### src/rtl/rr_fifo_arbiter_param.sv
// rr_fifo_arbiter_param: N independent write channels, each buffered in its own
// DEPTH-entry FIFO, merged round-robin onto one registered output word per cycle.
// MODE 0 rotates through slots whether or not they hold data; MODE 1 skips
// empty channels (work-conserving).
module rr_fifo_arbiter_param #(
   parameter int N     = 4,
   parameter int WIDTH = 8,
   parameter int DEPTH = 8,
   parameter int MODE  = 0
) (
   input  logic                 clk,
   input  logic                 rst_n,
   input  logic [N-1:0]         wen,
   input  logic [N*WIDTH-1:0]   din,
   input  logic                 out_en,
   output logic [WIDTH-1:0]     dout,
   output logic [$clog2(N)-1:0] dout_ch,
   output logic                 valid,
   output logic [N-1:0]         full,
   output logic [N-1:0]         empty
);
   localparam int CW = $clog2(N);
   localparam int AW = $clog2(DEPTH);
   localparam int KW = AW + 1;

   logic [CW-1:0]           ptr;
   logic [CW-1:0]           grant;
   logic                    rd_en;
   logic [N-1:0]            do_rd;
   logic [N-1:0]            do_wr;
   logic [N-1:0][WIDTH-1:0] head;

   // Channel index ch+k modulo N (k < N), valid for any N, not only powers of 2.
   function automatic logic [CW-1:0] ch_add(input logic [CW-1:0] ch, input int k);
      int s;
      s = int'(ch) + k;
      if (s >= N) s = s - N;
      return CW'(s);
   endfunction

   // Grant selection from pre-edge occupancy and arbitration pointer only.
   always_comb begin
      // NOTE: every signal written here gets a default first, so no latch is inferred.
      rd_en = 1'b0;
      grant = ptr;
      if (out_en) begin
         if (MODE == 0) begin
            rd_en = !empty[ptr];
         end else begin
            // Walk from the farthest candidate back to ptr so the nearest non-empty wins.
            for (int k = N - 1; k >= 0; k--) begin
               if (!empty[ch_add(ptr, k)]) begin
                  rd_en = 1'b1;
                  grant = ch_add(ptr, k);
               end
            end
         end
      end
   end

   for (genvar i = 0; i < N; i++) begin : g_ch
      logic [WIDTH-1:0] mem [DEPTH];
      logic [AW-1:0]    rd_ptr;
      logic [AW-1:0]    wr_ptr;
      logic [KW-1:0]    count;

      // A full FIFO still accepts a write when it is being read at the same edge.
      assign do_rd[i] = rd_en && (grant == CW'(i));
      assign do_wr[i] = wen[i] && (!full[i] || do_rd[i]);
      assign full[i]  = (count == KW'(DEPTH));
      assign empty[i] = (count == '0);
      assign head[i]  = mem[rd_ptr];

      // Read/write pointers and occupancy count; pointers wrap naturally at DEPTH.
      always_ff @(posedge clk or negedge rst_n) begin
         if (!rst_n) begin
            rd_ptr <= '0;
            wr_ptr <= '0;
            count  <= '0;
         end else begin
            // NOTE: non-blocking assignments, so every register here samples pre-edge values.
            if (do_wr[i]) wr_ptr <= wr_ptr + 1'b1;
            if (do_rd[i]) rd_ptr <= rd_ptr + 1'b1;
            case ({do_wr[i], do_rd[i]})
               2'b10:   count <= count + 1'b1;
               2'b01:   count <= count - 1'b1;
               default: count <= count;
            endcase
         end
      end

      // Word storage.
      // NOTE: the array is deliberately not reset; emptiness lives in count, so stale words are never read.
      always_ff @(posedge clk) begin
         if (do_wr[i]) mem[wr_ptr] <= din[i*WIDTH +: WIDTH];
      end
   end

   // Registered output word, its source tag, and the arbitration pointer.
   always_ff @(posedge clk or negedge rst_n) begin
      if (!rst_n) begin
         dout    <= '0;
         dout_ch <= '0;
         valid   <= 1'b0;
         ptr     <= '0;
      end else begin
         valid <= rd_en;
         if (rd_en) begin
            dout    <= head[grant];
            dout_ch <= grant;
         end else begin
            dout    <= '0;
         end
         if (MODE == 0) begin
            if (out_en) ptr <= ch_add(ptr, 1);
         end else if (rd_en) begin
            ptr <= ch_add(grant, 1);
         end
      end
   end

endmodule

### config.mk
export PLATFORM = sky130hd
export DESIGN_NAME = rr_fifo_arbiter_param
export DESIGN_NICKNAME = d
export VERILOG_FILES = /design/src/rtl/rr_fifo_arbiter_param.sv
export SDC_FILE = /design/constraint.sdc
export NUM_CORES = 1
export LEC_CHECK = 0
export BUFFER_PORTS_ARGS = -buffer_cell sky130_fd_sc_hd__buf_2
export CAP_MARGIN = 20
export CELL_PAD_IN_SITES_DETAIL_PLACEMENT = 1
export CELL_PAD_IN_SITES_GLOBAL_PLACEMENT = 1
export CORE_MARGIN = 2
export CORE_UTILIZATION = 48
export CTS_CLUSTER_SIZE = 20
export DETAILED_ROUTE_END_ITERATION = 7
export GPL_TIMING_DRIVEN = 0
export PLACE_DENSITY_LB_ADDON = 0.1
export SYNTH_ARGS = -nofsm -noshare
export SYNTH_HDL_FRONTEND = slang
export SYNTH_SLANG_ARGS = --single-unit
### constraint.sdc
create_clock -name clk -period 3 [get_ports clk]
set_input_delay 0.6 -clock clk [delete_from_list [all_inputs] [get_ports clk]]
set_output_delay 0.6 -clock clk [all_outputs]
set_load 0.01 [all_outputs]
==> flow_metrics.tcl <==
set metrics [dict create \
    status "completed" \
    cp_max_fo 11 \
    drc 0 \
    rsz0062_at_grt "yes" \
    wl_per_cell_um 23.72 \
    drt-total-wl_um 28230 \
    hold_violations 0 \
    holdWs_ns 0.03027 \
    power.density_mw_per_mm2 1002 \
    dp_slack_ns -0.1619 \
    dieArea_mm2 0.02841 \
    io_pins 58 \
    setup_slack_ns 0.09066 \
    area_growth_pct 16.90 \
    htree_levels 2 \
    drt_iter0_drc 477 \
    regArea_mm2 0.009014 \
    synth_most_common_cell "edfxtp_1" \
    cts_tree "yes" \
    maxCapViolations 0 \
    synth_top_area_cell "edfxtp_1" \
    drtPass1Iterations 7 \
    multiInputGateArea_mm2 0.003896 \
    drive_gt1_share_pct 31.25 \
    ys.flop_type "edfxtp_1" \
    total_power_mw 15.23 \
    nets 885 \
    numCtsBuffers 35 \
    yosys.area.top_type_share_pct 59.15 \
    gp_congestion 0.7689 \
    async_reset_ff_share_pct 17.15 \
    path_cells "buf_6 -> nor2b_1 -> buf_4 -> a22oi_4 -> buf_6 -> nand3_4 -> a21bo_1 -> buf_6 -> ha_4 -> xor2_1 -> ha_1 -> a21oi_2 -> xor2_1 -> nor2_1 -> xor2_1" \
    cts_sinks 309 \
    fin_crit_sh_pct 96.98 \
    worstSetupStartpointType "flip-flop" \
    ys_warn_count 0 \
    setup_viol_count_final 0 \
    cp-end-kind "flip-flop" \
    initial_core_util_pct 48.49 \
    syn-cell-area_mm2 0.01300 \
    viasPerCell 5.609 \
    ys_seq_elements 309 \
    root_buffer "clkbuf_16" \
    first_global_vias 7321 \
    grt_usage_pct 20.57 \
    syn-num-nets 769 \
    avgSynthCellArea_um2 18.41 \
    netlist_top_cells_count "edfxtp_1 (256), mux4_2 (64), dfrtp_1 (53), mux2i_1 (40), nand2_1 (26)" \
    clockBufferDepth 3 \
    crit_path_top_delay_cell "dfrtp_1" \
    p_leak_nw 5.518 \
    period_needed_ns 2.909 \
    vdd_drop_max_uv 475.6 \
    fmax_ghz 0.3437 \
    ant_nets 0 \
    fill_cells 2418 \
    grt_max_degree 37 \
    antenna_found_initial 1 \
    dp_hpwl_um 18910 \
    stdcell_area_mm2 0.01519 \
    place_area_mm2 0.01385 \
    critPathKind "reg -> reg" \
    clk_pin_slew_ns 0.06 \
    clkLatencyLatePin_ns 0.52 \
    die_w_um 168.5 \
    critPathRequiredTime_ns 3.37 \
    synth-seq-area-share_pct 69.36 \
    vias 6675 \
    cp_slowest_stage_delay_ns 0.40 \
    slew_headroom_pct 41.36 \
    hp-class "in -> async" \
    hold_buffers 0 \
    report.final.slew_viol_count 0 \
    synth_edf_count 256 \
    skew_ns 0.02289 \
    core.rowCount 60 \
    chipHeight_um 168.5 \
    ys_types 57 \
    crit_arrival_ns 3.28 \
    coreArea_mm2 0.02680 \
    grt_pass1_wl_um 43800 \
    worstMarginPinSlew_ns 0.8748 \
    utilization_pct 56.69 \
    grt_overflow 0 \
    port_buffers 55 \
    synth_area_leaders "edfxtp_1 (59%), mux4_2 (11%), dfrtp_1 (10%)" \
    synth_cells 706 \
]
[cell families (layout without fill, tap and decap cells)]
group	after synthesis	after routing	synth area share, %
xor gates and xnor gates	32	32	2.157
buffers and inverters	58	200	2.137
adders and majority gates	24	24	2.484
muxes	113	113	14.95
DFF	309	309	69.36
and+or+nand+nor	113	113	5.488
other	0	1	0
AOI/OAI and AO/OA	57	57	3.427
[final timing paths]
check / slack (ns) / start / cells past startpoint / to
worst min register to register: 0.50 / g_ch[0].wr_ptr[2] / 1 / g_ch[0].wr_ptr[2]
max in group asynchronous: 2.38 / rst_n / 2 / g_ch[0].wr_ptr[0]
worst max register to register: 0.09 / ptr[1] / 15 / g_ch[3].count[2]
worst min-delay path: 0.03 / rst_n / 1 / g_ch[1].count[2]
worst max-delay path: 0.09 / ptr[1] / 15 / g_ch[3].count[2]
min in group clk: 0.35 / din[20] / 1 / g_ch[2].mem[5][4]
[metrics by stage]
step	std cells	setup TNS, ns
floorplan	706	0
global placement	1102	-57.02
detailed placement	1114	-4.642
CTS	1183	-0.6398
global route	1189	-0.2508
finish	1190	0
[critical path, delay by kind of cell, from the launching register on]
family          cells  cell delay, ns
simple gates        3            0.26
flops               1            0.40
fa+ha+maj           2            0.38
compound gates      3            0.64
xor+xnor            3            0.45
buf+inv             4            0.65
[final cells by class]
class	count	area share, %
buffer	38	1.334
tap	341	2.808
inverter	19	0.4694
antenna	1	0.01647
clock buffer	47	6.539
sequential	309	59.33
multi-input combinational	339	25.65
timing repair buffer	80	3.245
clock inverter	16	0.6095
[where the power goes]
group	leakage, nW	total, mW	internal, mW	switching, mW
clock network	0.527	4.01	2.40	1.61
logic	2.03	5.16	2.28	2.88
registers	2.96	6.06	5.57	0.497
total	5.52	15.2	10.2	4.98
[layer usage]
metal | vias up | GRT usage [%] | part of all wire (%) | wire length [um]
li1 | 3025 | - | - | -
met1 | 3493 | 28.51 | 44 | 12480
met2 | 118 | 34.42 | 50 | 14080
met3 | 39 | 3.437 | 4.4 | 1237
met4 | 0 | 5.060 | 1.5 | 431
met5 | - | 0 | 0 | 0
[cells in the final DEF (no fill, tap or decap), types with 4 or more instances in the layout]
master / count
a21oi_1: 5
nor4_4: 4
nand3b_1: 5
clkbuf_16: 37
nand2b_1: 6
clkbuf_1: 21
clkinv_1: 12
ha_1: 20
buf_4: 21
a22oi_1: 16
buf_2: 65
inv_1: 19
nand2_1: 26
buf_1: 8
nor2_2: 11
nand3_1: 6
xnor2_1: 25
nor3_4: 4
nor2_1: 6
and3_1: 11
edfxtp_1: 256
a31oi_1: 4
a21o_1: 6
o21ai_0: 5
buf_6: 8
nor3_2: 8
mux2i_1: 40
dfrtp_1: 53
mux4_2: 64
mux2_2: 7
xor2_1: 7
[sequential cells by signal, indices dropped and copies added, names as in the netlist]
signal / cells
dout_ch: 2
dout: 8
ptr: 2
g_ch.wr_ptr: 12
g_ch.rd_ptr: 12
g_ch.mem: 256
valid: 1
g_ch.count: 16
[repair_timing]
action,4_1_cts,5_1_grt
pin swaps,4,5
setup endpoints to repair,106,179
resized for setup,8,27
setup buffers,7,6
(Power assumes the default switching activity.)
